**config.mk**
```make
export PLATFORM = sky130hd
export DESIGN_NAME = alu_mdu_seq
export DESIGN_NICKNAME = d
export VERILOG_FILES = /design/src/rtl/alu_mdu_seq.sv
export SDC_FILE = /design/constraint.sdc
export NUM_CORES = 1
export LEC_CHECK = 0
export CAP_MARGIN = 25
export CORE_MARGIN = 1
export CORE_UTILIZATION = 45
export DETAILED_ROUTE_END_ITERATION = 8
export HOLD_SLACK_MARGIN = 0.05
export PLACE_DENSITY_LB_ADDON = 0.08
export SLEW_MARGIN = 25
export SYNTH_ARGS = -nofsm -noshare
export SYNTH_HDL_FRONTEND = slang
export SYNTH_SLANG_ARGS = --single-unit
```
**constraint.sdc**
```tcl
create_clock -name clk -period 8.6 [get_ports clk]
set_input_delay 2.58 -clock clk [delete_from_list [all_inputs] [get_ports clk]]
set_output_delay 2.58 -clock clk [all_outputs]
set_load 0.02 [all_outputs]
```
**src/rtl/alu_mdu_seq.sv**
```systemverilog
// EX-stage ALU + RV32M unit: decodes aluop/funct3/funct7 and executes, base ops in 1 cycle, mul/div iteratively.
// Latency 1 (base/illegal/div special cases) or XLEN+2 (M ops); ready_o only when idle, requests while busy are dropped.
module alu_mdu_seq #(
    parameter int XLEN     = 32,
    parameter bit ENABLE_M = 1'b1
) (
    input  logic            clk,
    input  logic            rst_n,
    input  logic            valid_i,
    input  logic            flush_i,
    input  logic            op5,
    input  logic [1:0]      aluop,
    input  logic [2:0]      funct3,
    input  logic [6:0]      funct7,
    input  logic [XLEN-1:0] src_a,
    input  logic [XLEN-1:0] src_b,
    output logic            ready_o,
    output logic            valid_o,
    output logic [XLEN-1:0] result_o,
    output logic            zero_o,
    output logic            illegal_o
);

    localparam int SW = $clog2(XLEN);
    localparam logic [XLEN-1:0] MOST_NEG = {1'b1, {(XLEN-1){1'b0}}};

    typedef enum logic [3:0] {
        OP_ADD, OP_SUB, OP_SLL, OP_SLT, OP_SLTU, OP_XOR,
        OP_SRL, OP_SRA, OP_OR, OP_AND, OP_MD
    } op_t;

    typedef enum logic [1:0] {S_IDLE, S_EXEC_BASE, S_ITER, S_FIN} state_t;

    state_t            state, state_d;
    op_t               dec_op, op_q;
    logic              dec_ill, dec_special, accept;
    logic [XLEN-1:0]   a_q, b_q;
    logic [2:0]        f3_q;
    logic              ill_q, prep_q;
    logic [SW-1:0]     cnt_q;
    logic [2*XLEN-1:0] prod_q;

    assign ready_o = (state == S_IDLE);
    assign accept  = valid_i && ready_o && !flush_i;

    always_comb begin
        dec_op  = OP_ADD;
        dec_ill = 1'b0;
        case (aluop)
            2'd0: dec_op = OP_ADD;
            2'd1: begin
                case (funct3[2:1])
                    2'b00:   dec_op = OP_SUB;
                    2'b10:   dec_op = OP_SLT;
                    2'b11:   dec_op = OP_SLTU;
                    default: dec_ill = 1'b1;
                endcase
            end
            2'd2: begin
                if (op5 && funct7 == 7'b0000001) begin
                    dec_op  = OP_MD;
                    dec_ill = !ENABLE_M;
                end else begin
                    case (funct3)
                        3'b000:  dec_op = (op5 && funct7[5]) ? OP_SUB : OP_ADD;
                        3'b001:  dec_op = OP_SLL;
                        3'b010:  dec_op = OP_SLT;
                        3'b011:  dec_op = OP_SLTU;
                        3'b100:  dec_op = OP_XOR;
                        3'b101:  dec_op = funct7[5] ? OP_SRA : OP_SRL;
                        3'b110:  dec_op = OP_OR;
                        default: dec_op = OP_AND;
                    endcase
                end
            end
            default: dec_ill = 1'b1;
        endcase
    end

    // Divide-by-zero and signed overflow have fixed answers and skip the iteration.
    assign dec_special = funct3[2] &&
                         (src_b == '0 || (!funct3[0] && src_a == MOST_NEG && src_b == '1));

    always_comb begin
        state_d = state;
        case (state)
            S_IDLE: begin
                if (accept) begin
                    state_d = (dec_op == OP_MD && !dec_ill && !dec_special) ? S_ITER : S_EXEC_BASE;
                end
            end
            S_EXEC_BASE: state_d = S_IDLE;
            S_ITER: begin
                if (!prep_q && cnt_q == SW'(XLEN-1)) begin
                    state_d = S_FIN;
                end
            end
            default: state_d = S_IDLE;
        endcase
        if (flush_i && state != S_IDLE) begin
            state_d = S_IDLE;
        end
    end

    always_ff @(posedge clk or negedge rst_n) begin
        if (!rst_n) begin
            state <= S_IDLE;
        end else begin
            state <= state_d;
        end
    end

    logic [SW-1:0]   shamt;
    logic [XLEN-1:0] base_res;

    assign shamt = b_q[SW-1:0];

    always_comb begin
        base_res = '0;
        case (op_q)
            OP_ADD:  base_res = a_q + b_q;
            OP_SUB:  base_res = a_q - b_q;
            OP_SLL:  base_res = a_q << shamt;
            OP_SLT:  base_res = {{(XLEN-1){1'b0}}, ($signed(a_q) < $signed(b_q))};
            OP_SLTU: base_res = {{(XLEN-1){1'b0}}, (a_q < b_q)};
            OP_XOR:  base_res = a_q ^ b_q;
            OP_SRL:  base_res = a_q >> shamt;
            OP_SRA:  base_res = $unsigned($signed(a_q) >>> shamt);
            OP_OR:   base_res = a_q | b_q;
            OP_AND:  base_res = a_q & b_q;
            OP_MD: begin
                if (b_q == '0) begin
                    base_res = f3_q[1] ? a_q : '1;
                end else begin
                    base_res = f3_q[1] ? '0 : MOST_NEG;
                end
            end
            default: base_res = '0;
        endcase
    end

    // M datapath works on magnitudes; signedness of each operand comes from funct3.
    logic              a_sgn, b_sgn, sa, sb, neg;
    logic [XLEN-1:0]   ma, mb, mq;
    logic [XLEN:0]     mul_sum, div_shl, div_diff;
    logic [2*XLEN-1:0] step_nxt, ps;
    logic [XLEN-1:0]   fin_res;

    always_comb begin
        a_sgn    = !(f3_q == 3'b011 || (f3_q[2] && f3_q[0]));
        b_sgn    = a_sgn && (f3_q != 3'b010);
        sa       = a_sgn && a_q[XLEN-1];
        sb       = b_sgn && b_q[XLEN-1];
        neg      = (f3_q[2] && f3_q[1]) ? sa : (sa ^ sb);
        ma       = sa ? -a_q : a_q;
        mb       = sb ? -b_q : b_q;
        mul_sum  = {1'b0, prod_q[2*XLEN-1:XLEN]} + {1'b0, (prod_q[0] ? ma : {XLEN{1'b0}})};
        div_shl  = {prod_q[2*XLEN-1:XLEN], prod_q[XLEN-1]};
        div_diff = div_shl - {1'b0, mb};
        if (f3_q[2]) begin
            step_nxt = {(div_diff[XLEN] ? div_shl[XLEN-1:0] : div_diff[XLEN-1:0]),
                        prod_q[XLEN-2:0], ~div_diff[XLEN]};
        end else begin
            step_nxt = {mul_sum, prod_q[XLEN-1:1]};
        end
        ps = neg ? -prod_q : prod_q;
        mq = f3_q[1] ? prod_q[2*XLEN-1:XLEN] : prod_q[XLEN-1:0];
        if (!f3_q[2]) begin
            fin_res = (f3_q[1:0] == 2'b00) ? ps[XLEN-1:0] : ps[2*XLEN-1:XLEN];
        end else begin
            fin_res = neg ? -mq : mq;
        end
    end

    always_ff @(posedge clk or negedge rst_n) begin
        if (!rst_n) begin
            op_q      <= OP_ADD;
            a_q       <= '0;
            b_q       <= '0;
            f3_q      <= '0;
            ill_q     <= 1'b0;
            prep_q    <= 1'b0;
            cnt_q     <= '0;
            prod_q    <= '0;
            valid_o   <= 1'b0;
            result_o  <= '0;
            zero_o    <= 1'b0;
            illegal_o <= 1'b0;
        end else begin
            valid_o <= 1'b0;
            if (accept) begin
                a_q    <= src_a;
                b_q    <= src_b;
                op_q   <= dec_op;
                f3_q   <= funct3;
                ill_q  <= dec_ill;
                prep_q <= 1'b1;
                cnt_q  <= '0;
            end
            // First ITER cycle only loads magnitudes, keeping negation off the accept path.
            if (state == S_ITER) begin
                if (prep_q) begin
                    prod_q <= {{XLEN{1'b0}}, (f3_q[2] ? ma : mb)};
                    prep_q <= 1'b0;
                end else begin
                    prod_q <= step_nxt;
                    cnt_q  <= cnt_q + SW'(1);
                end
            end
            if (!flush_i) begin
                if (state == S_EXEC_BASE) begin
                    result_o  <= ill_q ? '0 : base_res;
                    zero_o    <= ill_q || (base_res == '0);
                    illegal_o <= ill_q;
                    valid_o   <= 1'b1;
                end else if (state == S_FIN) begin
                    result_o  <= fin_res;
                    zero_o    <= (fin_res == '0);
                    illegal_o <= 1'b0;
                    valid_o   <= 1'b1;
                end
            end
        end
    end

endmodule

```
Word-level counts from Yosys, hierarchy flattened
Index checks and enable logic that the tools add are counted.
{"block": "word_totals", "inputBits": 81, "out_inout_bits": 36, "elab_cells": 152, "regBits": 179}
{"block": "classes", "addsub": 9, "shifts": 3, "n_reduce_logical": 41, "order_cmp": 2, "muxes": 46, "bitwise_logic": 6, "n_eq_ne": 32}
{"op": "2-to-1 mux 32 bit", "n": 15}
{"op": "case mux 32 bit (11 select lines)", "n": 1}
{"op": "2-to-1 mux 64 bit", "n": 3}
{"op": "zero test 32 bit", "n": 4}
{"op": "negator 32 bit", "n": 3}
{"op": "== test 32 bit (second input constant)", "n": 2}
{"op": "less-than comparator 32 bit", "n": 2}
{"op": "negator 64 bit", "n": 1}
{"op": "adder 32 x 32 -> 33 bit", "n": 1}
{"op": "subtractor 33 x 32 -> 33 bit", "n": 1}
{"op": "adder 32 bit", "n": 1}
{"op": "AND 32 bit", "n": 1}
{"op": "OR 32 bit", "n": 1}
{"op": "<< shifter 32 x 5 -> 32 bit", "n": 1}
{"op": ">> shifter 32 x 5 -> 32 bit", "n": 1}
{"op": ">>> shifter 32 x 5 -> 32 bit", "n": 1}
{"op": "subtractor 32 bit", "n": 1}
{"op": "XOR 32 bit", "n": 1}
{"op": "case mux 4 bit (7 select lines)", "n": 1}
{"op": "== test 4 x 3 -> 1 bit (second input constant)", "n": 4}
{"op": "== test 4 bit (second input constant)", "n": 4}
{"op": "logical AND 1 bit", "n": 16}
{"op": "2-to-1 mux 5 bit", "n": 3}
{"op": "2-to-1 mux 1 bit", "n": 14}
{"op": "30 further kinds", "n": 56}

Depth between registers and ports, before layout
{"block": "logic_depth", "word_depth": 13, "mapped_depth": 25, "mapped_depth_nobuf": 21}

Least setup slack after synthesis
Ideal clock, no wire load.
{"block": "synth_path", "path_type": "register to register", "startpoint": "register b_q[0]", "endpoint": "register prod_q[50]", "synth_period_minus_slack_ns": 5.913, "setup_time_ns": 0.124, "stages_incl_launch_ff": 26, "t_arrival_ns": 5.789, "t_required_ns": 8.476, "slack_ns": 2.687, "n_path_buf": 5, "cell_sequence": "dfrtp_1 > buf_4 > buf_6 > buf_6 > buf_2 > inv_1 > ha_1 > or4b_2 > nor4_2 > a41oi_1 > xnor2_1 > inv_1 > ha_1 > nand2_1 > nor2_1 > a211oi_1 > nor2_1 > o41ai_1 > a21oi_1 > o31ai_1 > a21oi_1 > xnor2_1 > buf_2 > mux2i_1 > nor2_1 > a211o_1"}
{"block": "synth_via", "elab_chain_cells": 6}
{"item": "from (decl)", "line_no": "37", "rtl": "logic [XLEN-1:0] a_q, b_q;"}
{"item": "from (signal assigned)", "line_no": "193", "rtl": "b_q <= src_b;"}
{"item": "negator 32 bit", "line_no": "156", "rtl": "mb = sb ? -b_q : b_q;"}
{"item": "2-to-1 mux 32 bit (*)", "line_no": "156"}
{"item": "subtractor 33 x 32 -> 33 bit (*)", "line_no": "159", "rtl": "div_diff = div_shl - {1'b0, mb};"}
{"item": "2-to-1 mux 32 bit (*)", "line_no": "161", "rtl": "step_nxt = {(div_diff[XLEN] ? div_shl[XLEN-1:0] : div_diff[XLEN-1:0]),"}
{"item": "2-to-1 mux 64 bit (*)", "line_no": "160", "rtl": "if (f3_q[2]) begin"}
{"item": "2-to-1 mux 64 bit (*)", "line_no": "202", "rtl": "if (prep_q) begin"}
{"item": "to (signal assigned)", "line_no": "203", "rtl": "prod_q <= {{XLEN{1'b0}}, (f3_q[2] ? ma : mb)};"}
{"item": "to (signal assigned)", "line_no": "206", "rtl": "prod_q <= step_nxt;"}
{"item": "to (decl)", "line_no": "41", "rtl": "logic [2*XLEN-1:0] prod_q;"}
Mark *: on every way between the ends. The rest lies on a longest branch, timed or not.
A chain may end at the register's enable or synchronous reset.

Final worst setup path
{"block": "layout_path", "startpoint": "register b_q[1]", "endpoint": "register prod_q[51]"}
The elaborated chain is that of the path after synthesis.

==> impl_results.md <==
* Sequential area share after synthesis at 16.92%
* Post-DR wirelength/cell at 34.52 um
* Vias after detailed routing at 31138
* Fin util at 49.83%
* Maximum fanout along the worst path at 53
* Num CTS Buffers at 17
* Number of nets with antenna violations after detailed routing at 0
* Total Neg Setup Slack at 0 ns
* Floorplan die width at 244.5 um
* Type of origin of the critical path: flip-flop
* Number of buffers inserted by hold repair at cts at 0
* Iteration-0 DRC count of the detailed router at 4617
* Syn-to-layout area delta at 9.028%
* Portion of synthesized cell area occupied by the leading cell type at 16.92%
* Summed instance area of the synthesized netlist at 26470 um^2
* Syn nets at 3797
* Capturing point of the worst reg2reg path: prod_q[51]$_DFFE_PN0P_
* Seq pwr share at 18.2%
* Setup slack of the critical path after layout at 1.462 ns
* Maximum buffer depth of the clock tree at 2
* Worst hold path cell count at 2
* Depth of the CTS H-tree at 4
* Critical path class: reg -> reg
* Dominant cell by count in the synthesized netlist: sky130_fd_sc_hd__nand2_1
* FP Rows at 88
* Number of buffers added on ports at 116
* I/O pin count at 117
* Placement Cell Area at 28260 um^2
* Global-route wire length before repair at 207300 um
* Final hold violations at 0
* Leakage Power at 11.99 nW
* Final GP Congestion at 1.073
* Final cycle utilization of the critical path at 83.00%
* Peak clock frequency supported by timing at 140.1 MHz
* Pint at 2.853 mW
* Final worst path period need at 7.138 ns
* Power per standard cell area at 227.4 nW/um^2
* Share of layout cells above drive strength 1 at 8.786%
* Area leader, netlist: sky130_fd_sc_hd__dfrtp_1
* Antenna violations before repair at 4
* Max-slew violations at 0
* Number of inserted filler cells in the final layout at 5732
* Post-synth EDFFs at 0
* Critical Path Most Common Cell: sky130_fd_sc_hd__a21oi_1
* Portion of total power attributed to combinational logic at 68.6%
* Remaining max-slew budget at the tightest pin at 19.39%
* Measured slew at the worst slew-check pin at 1.198 ns
* Hold-critical path endpoint: result_o[7]$_DFFE_PN0P_
* Number of clock sinks at 179
* Post-synthesis cell type count at 95
* Drt drc at 0
* Most frequent cells after synthesis: 402 x sky130_fd_sc_hd__nand2_1, 329 x sky130_fd_sc_hd__nor2_1, 282 x sky130_fd_sc_hd__o21ai_0, 240 x sky130_fd_sc_hd__a21oi_1, 235 x sky130_fd_sc_hd__clkbuf_1
* Cell Chain, Critical Path: or2_2 > nor2_2 > nand2_1 > or4_1 > nor3_2 > a31oi_1 > xnor2_1 > inv_1 > ha_1 > a21oi_1 > nor2_1 > a211oi_1 > nor2_1 > o41ai_1 > a21oi_1 > o31ai_1 > a21oi_1 > xnor2_2 > buf_4 > mux2_2 > mux2i_1 > a21oi_1
* Crit path arrival time at 7.52 ns
* Gate count after technology mapping at 3535
* Clock network power share at 13.2%
* Dominant register cell in the synthesized netlist: sky130_fd_sc_hd__dfrtp_1
* Slowest library cell on the worst path: sky130_fd_sc_hd__nor3_2
* CP endpoint kind: flip-flop
* Share of flip-flops with an asynchronous set or reset after synthesis at 100.0%
* Outcome: finished, final reports clean
* Maximum number of pins on one net before global-route repair at 148
* Synthesized area per cell at 7.488 um^2
* Die area at 59800 um^2
* Minimum setup slack among reg-to-reg paths at 1.46 ns
* Net Switching at 3.711 mW
* Worst setup slack before clock tree synthesis at 1.620 ns
* Root buffer cell: sky130_fd_sc_hd__clkbuf_16
* RSZ-0062 raised after global routing: false
* Wirelength, routed at 146700 um
* Latest clock arrival within the worst-skew pair at 0.53 ns
* Clock Skews at 0.01436 ns
* Number of failing setup endpoints in the final timing report at 0
* Post CTS Setup Buffer Count at 0
* Overall overflow remaining after global route at 0
* Overall routing resource usage at 47.98%
* Number of search-and-repair iterations in the first detailed-routing pass at 7
* Clock-pin slew reported for the worst setup and hold paths after clock tree synthesis at 0.09 ns
* Number of nets in the layout at 3732
* Number of global-route vias before repair at 29383
* Worst vdd ir at 0.0001823 V
* Largest stage delay, worst path at 0.74 ns
* Switching power as a share of total power at 56.54%
* Placed wire-length estimate at 110800 um
* Initial cell density of the core at 45.71%
* Reg-to-reg critical path startpoint: b_q[1]$_DFFE_PN0P_
* Most area-consuming cells after synthesis: sky130_fd_sc_hd__dfrtp_1 17%, sky130_fd_sc_hd__ha_1 8.4%, sky130_fd_sc_hd__mux4_2 7.5%, sky130_fd_sc_hd__nand2_1 5.7%, sky130_fd_sc_hd__o21ai_0 5.3%
* Die Span Y at 244.5 um
* Worst EP required at 8.98 ns
* HP Class: reg -> reg
* Synthesized flop and latch total at 179
* Final non-filler cell area at 28860 um^2
* Vias per cell at 7.327
* Floorplan core area at 57920 um^2
* Max-cap violation count at 0
* Number of gates resized after CTS at 0
* Origin of the worst min-delay path: result_o[7]$_DFFE_PN0P_
* Count of warnings emitted by yosys at 0
* Reg2Reg Depth at 22
* CTS tree: done
==> per-layer routing <==
layer,vias up,wire length (um),GRT usage [%]
met2,2490,63350,73.29
met4,4,12060,33.38
met3,635,18730,15.29
met1,15111,52560,57.10
li1,12898,-,-
met5,-,21,0.2451
==> power groups by stage <==
stage / sequential [mW] / clock (mW) / combinational [mW]
floorplan: 1.07 / 0 / 2.75
global placement: 1.19 / 0 / 4.21
detailed placement: 1.19 / 0 / 4.22
CTS: 1.18 / 0.871 / 4.24
global route: 1.20 / 0.888 / 4.63
finish: 1.19 / 0.870 / 4.50
==> cell families after synthesis <==
| kind of cell | after synthesis | share of synthesized area [%] |
|---|---|---|
| compound gates | 1076 | 26.56 |
| xor+xnor | 215 | 7.114 |
| buf+inv | 442 | 6.508 |
| simple gates | 1262 | 23.01 |
| fa+ha+maj | 181 | 8.669 |
| mux | 180 | 11.21 |
| flops | 179 | 16.92 |
==> critical path, delay by kind of cell, from the launching register on <==
family / cells / cell delay (ns)
buffers and inverters: 2 / 0.60
adders and majority gates: 1 / 0.36
and+or+nand+nor: 7 / 2.32
AOI/OAI and AO/OA: 8 / 2.04
xor gates and xnor gates: 2 / 0.40
DFF: 1 / 0.65
muxes: 2 / 0.57
==> stage by stage <==
stage          instances  power (mW)  hold slack (ns)
3_3_place_gp        4216       5.402           0.4520
4_1_cts             4248       6.289           0.4894
3_5_place_dp        4216       5.413           0.4704
2_1_floorplan       3535       3.823           0.4380
6_report            4250       6.564           0.4842
5_1_grt             4248       6.717           0.5053
==> worst max-delay path by stage <==
stage | start | to
6_report | b_q[1]$_DFFE_PN0P_ | prod_q[51]$_DFFE_PN0P_
3_3_place_gp | b_q[1]$_DFFE_PN0P_ | prod_q[51]$_DFFE_PN0P_
4_1_cts | b_q[1]$_DFFE_PN0P_ | prod_q[51]$_DFFE_PN0P_
5_1_grt | b_q[1]$_DFFE_PN0P_ | prod_q[51]$_DFFE_PN0P_
2_1_floorplan | b_q[0]$_DFFE_PN0P_ | prod_q[50]$_DFFE_PN0P_
3_5_place_dp | b_q[1]$_DFFE_PN0P_ | prod_q[51]$_DFFE_PN0P_
==> final cells by class <==
class / instances / area (um^2) / area share, %
Inverter: 152 / 570.5 / 1.977
Multi-Input combinational cell: 2914 / 20380 / 70.60
Clock buffer: 19 / 452.9 / 1.569
Antenna cell: 2 / 5.005 / 0.01734
Timing Repair Buffer: 206 / 1866 / 6.464
Sequential cell: 179 / 4498 / 15.59
Tap cell: 765 / 957.2 / 3.316
Clock inverter: 13 / 136.4 / 0.4725
==> flip-flops by register name (all words and copies together), names as in the netlist <==
name / count
prod_q: 64
a_q: 32
b_q: 32
result_o: 32
cnt_q: 5
op_q: 4
f3_q: 3
state: 2
ill_q: 1
illegal_o: 1
prep_q: 1
valid_o: 1
zero_o: 1
==> cells in the final DEF, fill, tap and decap left out, types with 19 or more instances in the layout <==
cell type,netlist,routed
sky130_fd_sc_hd__o21bai_1,22,22
sky130_fd_sc_hd__mux4_2,88,88
sky130_fd_sc_hd__mux2_2,24,24
sky130_fd_sc_hd__o21ai_0,282,282
sky130_fd_sc_hd__a22oi_1,33,33
sky130_fd_sc_hd__nor2_1,329,324
sky130_fd_sc_hd__inv_1,147,147
sky130_fd_sc_hd__a21oi_1,240,240
sky130_fd_sc_hd__nor3_1,97,95
sky130_fd_sc_hd__nand4_1,43,43
sky130_fd_sc_hd__and2_1,46,46
sky130_fd_sc_hd__ha_1,177,177
sky130_fd_sc_hd__o221ai_1,19,19
sky130_fd_sc_hd__nand2_1,402,401
sky130_fd_sc_hd__xnor2_1,152,151
sky130_fd_sc_hd__dfrtp_1,179,172
sky130_fd_sc_hd__or3_1,31,31
sky130_fd_sc_hd__xor2_1,63,63
sky130_fd_sc_hd__buf_4,4,88
sky130_fd_sc_hd__mux2i_1,64,64
sky130_fd_sc_hd__a21o_1,50,50
sky130_fd_sc_hd__nor2b_1,29,29
sky130_fd_sc_hd__o22ai_1,28,28
sky130_fd_sc_hd__o211ai_1,40,40
sky130_fd_sc_hd__nand2b_1,33,31
sky130_fd_sc_hd__a211oi_1,47,47
sky130_fd_sc_hd__o21a_1,22,22
sky130_fd_sc_hd__and3_1,20,20
sky130_fd_sc_hd__a221oi_1,35,35
sky130_fd_sc_hd__o31ai_1,32,32
sky130_fd_sc_hd__a31oi_1,45,45
sky130_fd_sc_hd__nand3_1,61,61
sky130_fd_sc_hd__clkdlybuf4s50_1,0,115
sky130_fd_sc_hd__nor4_1,55,54
sky130_fd_sc_hd__or4_1,22,22
(Power assumes the default switching activity.)
